==> config.mk <==
export PLATFORM = sky130hd
export DESIGN_NAME = timer_bank_flat
export DESIGN_NICKNAME = d
export VERILOG_FILES = /design/src/rtl/timer_bank_if.sv /design/src/rtl/timer_bank.sv /design/src/flat_wrapper.sv
export SDC_FILE = /design/constraint.sdc
export NUM_CORES = 1
export LEC_CHECK = 0
export CAP_MARGIN = 20
export CORE_ASPECT_RATIO = 0.5
export CORE_MARGIN = 4
export CORE_UTILIZATION = 45
export CTS_CLUSTER_SIZE = 8
export DETAILED_ROUTE_END_ITERATION = 12
export MAX_ROUTING_LAYER = met4
export SLEW_MARGIN = 20
export SYNTH_ARGS = -nofsm -noshare
export SYNTH_HDL_FRONTEND = slang
export SYNTH_SLANG_ARGS = --single-unit
==> constraint.sdc <==
create_clock -name clk -period 31.5 [get_ports clk]
set_clock_uncertainty 0.15 [all_clocks]
set_input_delay 9.45 -clock clk [delete_from_list [all_inputs] [get_ports clk]]
set_output_delay 9.45 -clock clk [all_outputs]
set_load 0.01 [all_outputs]
==> src/rtl/timer_bank_if.sv <==
// Register bus and interrupt lines between a CPU and the timer bank.
interface timer_bank_if;
  logic        we;
  logic [7:0]  addr;
  logic [31:0] wdata;
  logic [31:0] rdata;
  logic        timer_int;
  logic        timer_int_ack;
  logic [3:0]  int_id;

  modport master (output we, addr, wdata, timer_int_ack,
                  input  rdata, timer_int, int_id);
  modport slave  (input  we, addr, wdata, timer_int_ack,
                  output rdata, timer_int, int_id);
endinterface

==> src/rtl/timer_bank.sv <==
// Bank of NUM_CH independent up-counting timers with a shared, priority-encoded interrupt.
// Channel 0 comes out of reset running so it behaves like the legacy single timer.
module timer_bank #(
  parameter int NUM_CH        = 4,
  parameter int CNT_WIDTH     = 32,
  parameter int DEFAULT_LIMIT = 100
) (
  input  logic       clk,
  input  logic       reset,
  timer_bank_if.slave bus
);

  localparam logic [CNT_WIDTH-1:0] LIMIT_RST = CNT_WIDTH'(DEFAULT_LIMIT);
  localparam logic [CNT_WIDTH-1:0] ONE       = CNT_WIDTH'(1);
  localparam logic [1:0] REG_CTRL   = 2'd0;
  localparam logic [1:0] REG_LIMIT  = 2'd1;
  localparam logic [1:0] REG_COUNT  = 2'd2;
  localparam logic [1:0] REG_STATUS = 2'd3;

  logic [3:0] ch;
  logic [1:0] sel;
  logic       ch_ok;
  logic       unused_addr;

  logic                 en_q    [NUM_CH];
  logic                 en_d    [NUM_CH];
  logic                 per_q   [NUM_CH];
  logic                 per_d   [NUM_CH];
  logic                 ie_q    [NUM_CH];
  logic                 ie_d    [NUM_CH];
  logic                 pend_q  [NUM_CH];
  logic                 pend_d  [NUM_CH];
  logic [CNT_WIDTH-1:0] limit_q [NUM_CH];
  logic [CNT_WIDTH-1:0] limit_d [NUM_CH];
  logic [CNT_WIDTH-1:0] count_q [NUM_CH];
  logic [CNT_WIDTH-1:0] count_d [NUM_CH];
  logic                 hit     [NUM_CH];
  logic                 sel_ch  [NUM_CH];

  logic       irq;
  logic [3:0] irq_id;

  function automatic logic [31:0] zext(input logic [CNT_WIDTH-1:0] v);
    logic [31:0] r;
    r = '0;
    r[CNT_WIDTH-1:0] = v;
    return r;
  endfunction

  assign ch          = bus.addr[7:4];
  assign sel         = bus.addr[3:2];
  assign ch_ok       = ({1'b0, ch} < 5'(NUM_CH));
  assign unused_addr = ^bus.addr[1:0];

  always_comb begin
    for (int i = 0; i < NUM_CH; i++) begin
      sel_ch[i] = ch_ok && (ch == 4'(i));
      hit[i]    = en_q[i] && (limit_q[i] != '0) && (count_q[i] == limit_q[i] - ONE);
    end
  end

  // Scan from the top so the lowest pending channel is the one left in irq_id.
  always_comb begin
    irq    = 1'b0;
    irq_id = 4'd0;
    for (int i = NUM_CH - 1; i >= 0; i--) begin
      if (pend_q[i] && ie_q[i]) begin
        irq    = 1'b1;
        irq_id = 4'(i);
      end
    end
  end

  assign bus.timer_int = irq;
  assign bus.int_id    = irq_id;

  always_comb begin
    bus.rdata = '0;
    for (int i = 0; i < NUM_CH; i++) begin
      if (sel_ch[i]) begin
        case (sel)
          REG_CTRL:   bus.rdata = {29'd0, ie_q[i], per_q[i], en_q[i]};
          REG_LIMIT:  bus.rdata = zext(limit_q[i]);
          REG_COUNT:  bus.rdata = zext(count_q[i]);
          REG_STATUS: bus.rdata = {31'd0, pend_q[i]};
          default:    bus.rdata = '0;
        endcase
      end
    end
  end

  // Later assignments override earlier ones: a CTRL write beats the one-shot
  // auto-disable, and expiry beats every way of clearing PEND.
  always_comb begin
    for (int i = 0; i < NUM_CH; i++) begin
      en_d[i]    = en_q[i];
      per_d[i]   = per_q[i];
      ie_d[i]    = ie_q[i];
      pend_d[i]  = pend_q[i];
      limit_d[i] = limit_q[i];
      count_d[i] = count_q[i];

      if (en_q[i] && (limit_q[i] != '0)) begin
        count_d[i] = hit[i] ? '0 : count_q[i] + ONE;
      end
      if (hit[i] && !per_q[i]) begin
        en_d[i] = 1'b0;
      end

      if (bus.we && sel_ch[i] && (sel == REG_CTRL)) begin
        en_d[i]  = bus.wdata[0];
        per_d[i] = bus.wdata[1];
        ie_d[i]  = bus.wdata[2];
        if (!en_q[i] && bus.wdata[0]) begin
          count_d[i] = '0;
        end
      end
      if (bus.we && sel_ch[i] && (sel == REG_LIMIT)) begin
        limit_d[i] = bus.wdata[CNT_WIDTH-1:0];
        count_d[i] = '0;
      end
      if (bus.we && sel_ch[i] && (sel == REG_STATUS) && bus.wdata[0]) begin
        pend_d[i] = 1'b0;
      end
      if (bus.timer_int_ack && irq && (irq_id == 4'(i))) begin
        pend_d[i] = 1'b0;
      end
      if (hit[i]) begin
        pend_d[i] = 1'b1;
      end
    end
  end

  always_ff @(posedge clk or posedge reset) begin
    if (reset) begin
      for (int i = 0; i < NUM_CH; i++) begin
        en_q[i]    <= (i == 0);
        per_q[i]   <= (i == 0);
        ie_q[i]    <= (i == 0);
        pend_q[i]  <= 1'b0;
        limit_q[i] <= (i == 0) ? LIMIT_RST : '0;
        count_q[i] <= '0;
      end
    end else begin
      for (int i = 0; i < NUM_CH; i++) begin
        en_q[i]    <= en_d[i];
        per_q[i]   <= per_d[i];
        ie_q[i]    <= ie_d[i];
        pend_q[i]  <= pend_d[i];
        limit_q[i] <= limit_d[i];
        count_q[i] <= count_d[i];
      end
    end
  end

endmodule

==> src/flat_wrapper.sv <==
// flat-port wrapper written by rule: the top's interface ports become plain ports
module timer_bank_flat 
#(
  parameter int NUM_CH        = 4,
  parameter int CNT_WIDTH     = 32,
  parameter int DEFAULT_LIMIT = 100
)
  (clk, reset, bus_we, bus_addr, bus_wdata, bus_timer_int_ack, bus_rdata, bus_timer_int, bus_int_id);
  timer_bank_if bus_i ();
  input  logic clk;
  input  logic reset;
  input wire logic [$bits(bus_i.we)-1:0] bus_we;
  input wire logic [$bits(bus_i.addr)-1:0] bus_addr;
  input wire logic [$bits(bus_i.wdata)-1:0] bus_wdata;
  input wire logic [$bits(bus_i.timer_int_ack)-1:0] bus_timer_int_ack;
  output wire logic [$bits(bus_i.rdata)-1:0] bus_rdata;
  output wire logic [$bits(bus_i.timer_int)-1:0] bus_timer_int;
  output wire logic [$bits(bus_i.int_id)-1:0] bus_int_id;
  assign bus_i.we = bus_we;
  assign bus_i.addr = bus_addr;
  assign bus_i.wdata = bus_wdata;
  assign bus_i.timer_int_ack = bus_timer_int_ack;
  assign bus_rdata = bus_i.rdata;
  assign bus_timer_int = bus_i.timer_int;
  assign bus_int_id = bus_i.int_id;
  timer_bank #(.NUM_CH(NUM_CH), .CNT_WIDTH(CNT_WIDTH), .DEFAULT_LIMIT(DEFAULT_LIMIT)) u_core (.clk(clk), .reset(reset), .bus(bus_i));
endmodule
==> flow_metrics.py <==
metrics = {
    "status": {
        "run_status": "finished clean",
    },
    "yosys": {
        "synth_area_leaders": "dfrtp_1, mux2_2, xnor2_1",
        "synth_enable_flop_cells": 0,
        "synth_seq_cells": 272,
        "ys_warn_count": 0,
        "yosysSeqAreaShare": 0.354,
        "synthesis.area_per_instance_um2": 9.20,
        "synth_largest_type_area_fraction": 0.346,
        "synthArstFlopShare": 1.00,
        "synth_area_leader_cell": "dfrtp_1",
        "post_synth_num_cell_types": 89,
        "synth.cell_area_um2": 19300,
        "synthCells": 2094,
        "postSynth.topFlopCell": "dfrtp_1",
    },
    "drt": {
        "antenna_violating_nets_post_route": 0,
        "drcViolationCount": 0,
        "final_wl_mm": 64.7,
        "wl_per_cell_um": 24.4,
        "first_pass_iters": 6,
        "route.detailed.vias_per_inst": 6.34,
        "drt-initial-drc-count": 1962,
        "num_vias": 16800,
    },
    "cts": {
        "cts_made_buffers": 39,
        "htree_num_levels": 2,
        "post-cts-setup-buffer-count": 0,
        "cts.clk_slew.worst_paths_ns": 0.05,
        "cts_repair_resize_count": 0,
        "cts-root-buf": "clkbuf_16",
        "clk_lat_worst_skew_ns": 0.54,
        "cts_tree": "done",
        "cts-hold-fix-buffers": 0,
        "clk_path_buf_depth": 3,
        "clock_sink_count": 272,
    },
    "hold_path": {
        "worst_hold_end": "u_core.per_q[0]$_DFFE_PP0P_",
        "holdPathStages": 2,
        "timing.hold.worst.start": "u_core.per_q[0]$_DFFE_PP0P_",
        "hold_path_class": "flip-flop to flip-flop",
    },
    "critical_path": {
        "critical_path.max_stage_delay_ns": 0.93,
        "worst_ep_arrival_time_ns": 13.54,
        "worst-setup-path-type": "input pin to output port",
        "crit_path_max_fanout": 83,
        "timing.critical_path.to_type": "output port",
        "timing.critical_path.max_delay_family": "buffers and inverters",
        "reg2reg_from": "u_core.limit_q[96]$_DFFE_PP0P_",
        "crit_slowest_cell": "nor2b_4",
        "r2r_depth": 10,
        "startpoint_kind_of_the_worst_setup_timing_path": "input pin",
        "timing.critical_path.buf_inv": 4,
        "timing.critical_path.cells": "clkdlybuf4s50_1 > buf_4 > nor2b_4 > buf_4 > a22oi_1 > o22ai_1 > o21a_1 > clkdlybuf4s50_1",
        "worst_ep_required_time_ns": 21.90,
        "r2r_setup_slack_ns": 26.81,
        "crit-reg2reg-capture": "u_core.count_q[118]$_DFF_PP0_",
    },
    "floorplan": {
        "dieWidth_um": 301,
        "core_region_area_um2": 42100,
        "start_util": 0.457,
        "top_level_ports": 81,
        "total_die_area_um2": 46400,
        "chipHeight_um": 154,
        "row_count": 53,
    },
    "power_and_ir_drop": {
        "power.net_switching_mw": 0.536,
        "vdd.ir_drop.worst_mv": 0.0318,
        "p_clk_frac": 0.280,
        "total_power_mw": 1.38,
        "leakage_nw": 8.38,
        "p_sw_frac": 0.387,
        "seqPwrFrac": 0.402,
        "cellInternalPower_mw": 0.848,
        "power.share.combinational": 0.318,
        "power_density_nw_per_um2": 64.9,
    },
    "timing": {
        "timing.max_slew.rel_slack": 0.235,
        "timing_worst_slew_pin_value_ns": 1.15,
        "finalWorstSetupSlack_ns": 8.36,
        "unrepaired_setup_endpoints_after_global_routing": "no",
        "drv_slew": 0,
        "hold-worst-slack_ns": 0.363,
        "post-route-period-util": 0.735,
        "fmax_mhz": 43.2,
        "finalSetupTns_ns": 0,
        "finalCriticalPeriod_ns": 23.14,
        "final-setup-viol-count": 0,
        "report.final.hold_viol_count": 0,
    },
    "layout": {
        "antenna_cells": 0,
        "finish.cell_count_without_fillers": 2649,
        "drive_gt1_frac": 0.130,
        "area_growth_pct": 10.7,
        "finish.net_count": 2121,
        "most_common_library_cell_in_the_layout_ignoring_fill_and_taps": "dfrtp_1",
        "layout.cells.most_common_list": "dfrtp_1, nor2_1, xnor2_1, nand2_1, xor2_1",
        "fillerInstances": 3941,
        "postLayoutCellArea_um2": 21300,
        "final_core_util": 0.506,
    },
    "global_routing": {
        "grt_overflow_total": 0,
        "grt_start_max_net_pins": 159,
        "grtUsageTotal": 0.285,
        "first_pass_grt_wire_length_mm": 98.5,
        "grt_pass1_vias": 15600,
        "antenna_found_initial": 2,
    },
    "placement": {
        "gp_congestion": 0.985,
        "dp_hpwl_mm": 47.8,
        "placement.io_buffers": 76,
        "placedCellCount": 2601,
        "pre_cts_slack_ns": 8.44,
        "dpl-instance-area_um2": 20300,
    },
    "flow_run": {
        "maximum_capacitance_violations": 0,
    },
}
-- metal layers --
metal	GRT usage	vias up	wire [um]
li1	-	7718	-
met1	0.418	8360	31000
met2	0.382	623	25800
met3	0.0788	103	6060
met4	0.0752	0	1910
met5	-	-	0
-- registers in the layout, indices dropped and copies added (netlist names) --
register        flops
u_core.pend_q       4
u_core.limit_q    128
u_core.en_q         4
u_core.count_q    128
u_core.ie_q         4
u_core.per_q        4
-- power groups by stage --
stage | Sequential (mW) | Combinational [mW] | Clock (mW)
after floorplan | 0.487 | 0.367 | 0
after global placement | 0.555 | 0.426 | 0
after detailed placement | 0.556 | 0.432 | 0
after CTS | 0.552 | 0.434 | 0.394
after global routing | 0.570 | 0.484 | 0.410
final | 0.557 | 0.440 | 0.387
-- synthesized netlist by cell type, types with 36 or more instances --
cell type,number
nand4_1,52
nor2_1,144
o21ai_0,36
nor3_1,120
dfrtp_1,266
nand2_1,130
a22oi_1,119
xor2_1,129
mux2_2,126
clkbuf_1,135
xnor2_1,142
nor4_1,40
nand3_1,69
-- area by class of cell --
type	instances	area, um2	share of cell area
clock buffer	48	1050	0.0494
inverter	32	128	0.00599
multi-input combinational	1625	11700	0.548
sequential	272	6810	0.320
tap	577	722	0.0339
timing repair buffer	95	911	0.0427
-- logic make-up (layout without fill, tap and decap cells) --
| family | after synthesis | in the layout | synth area share |
|---|---|---|---|
| compound gates | 404 | 404 | 0.155 |
| xor+xnor | 272 | 272 | 0.124 |
| fa+ha+maj | 12 | 12 | 0.00779 |
| buf+inv | 198 | 175 | 0.0434 |
| flops | 272 | 272 | 0.354 |
| mux | 152 | 152 | 0.0898 |
| other cells | 1 | 2 | 0.000195 |
| simple gates | 783 | 783 | 0.226 |
-- worst min-delay path, stage by stage, from the launching register on --
cell and delay (ns):
dfrtp_1 0.36, nand2_1 0.06, nand2_1 0.06
-- how the worst max path moves through the flow --
stage	start	to	slack, ns	cells after the start
2_1_floorplan	bus_addr[2]	bus_rdata[30]	10.73	8
3_3_place_gp	bus_addr[2]	bus_rdata[3]	8.46	8
3_5_place_dp	bus_addr[2]	bus_rdata[3]	8.44	8
4_1_cts	bus_addr[2]	bus_rdata[3]	8.44	8
5_1_grt	bus_addr[2]	bus_rdata[8]	8.20	8
6_report	bus_addr[2]	bus_rdata[3]	8.36	8
No activity file was read; power rests on OpenSTA's default activity.
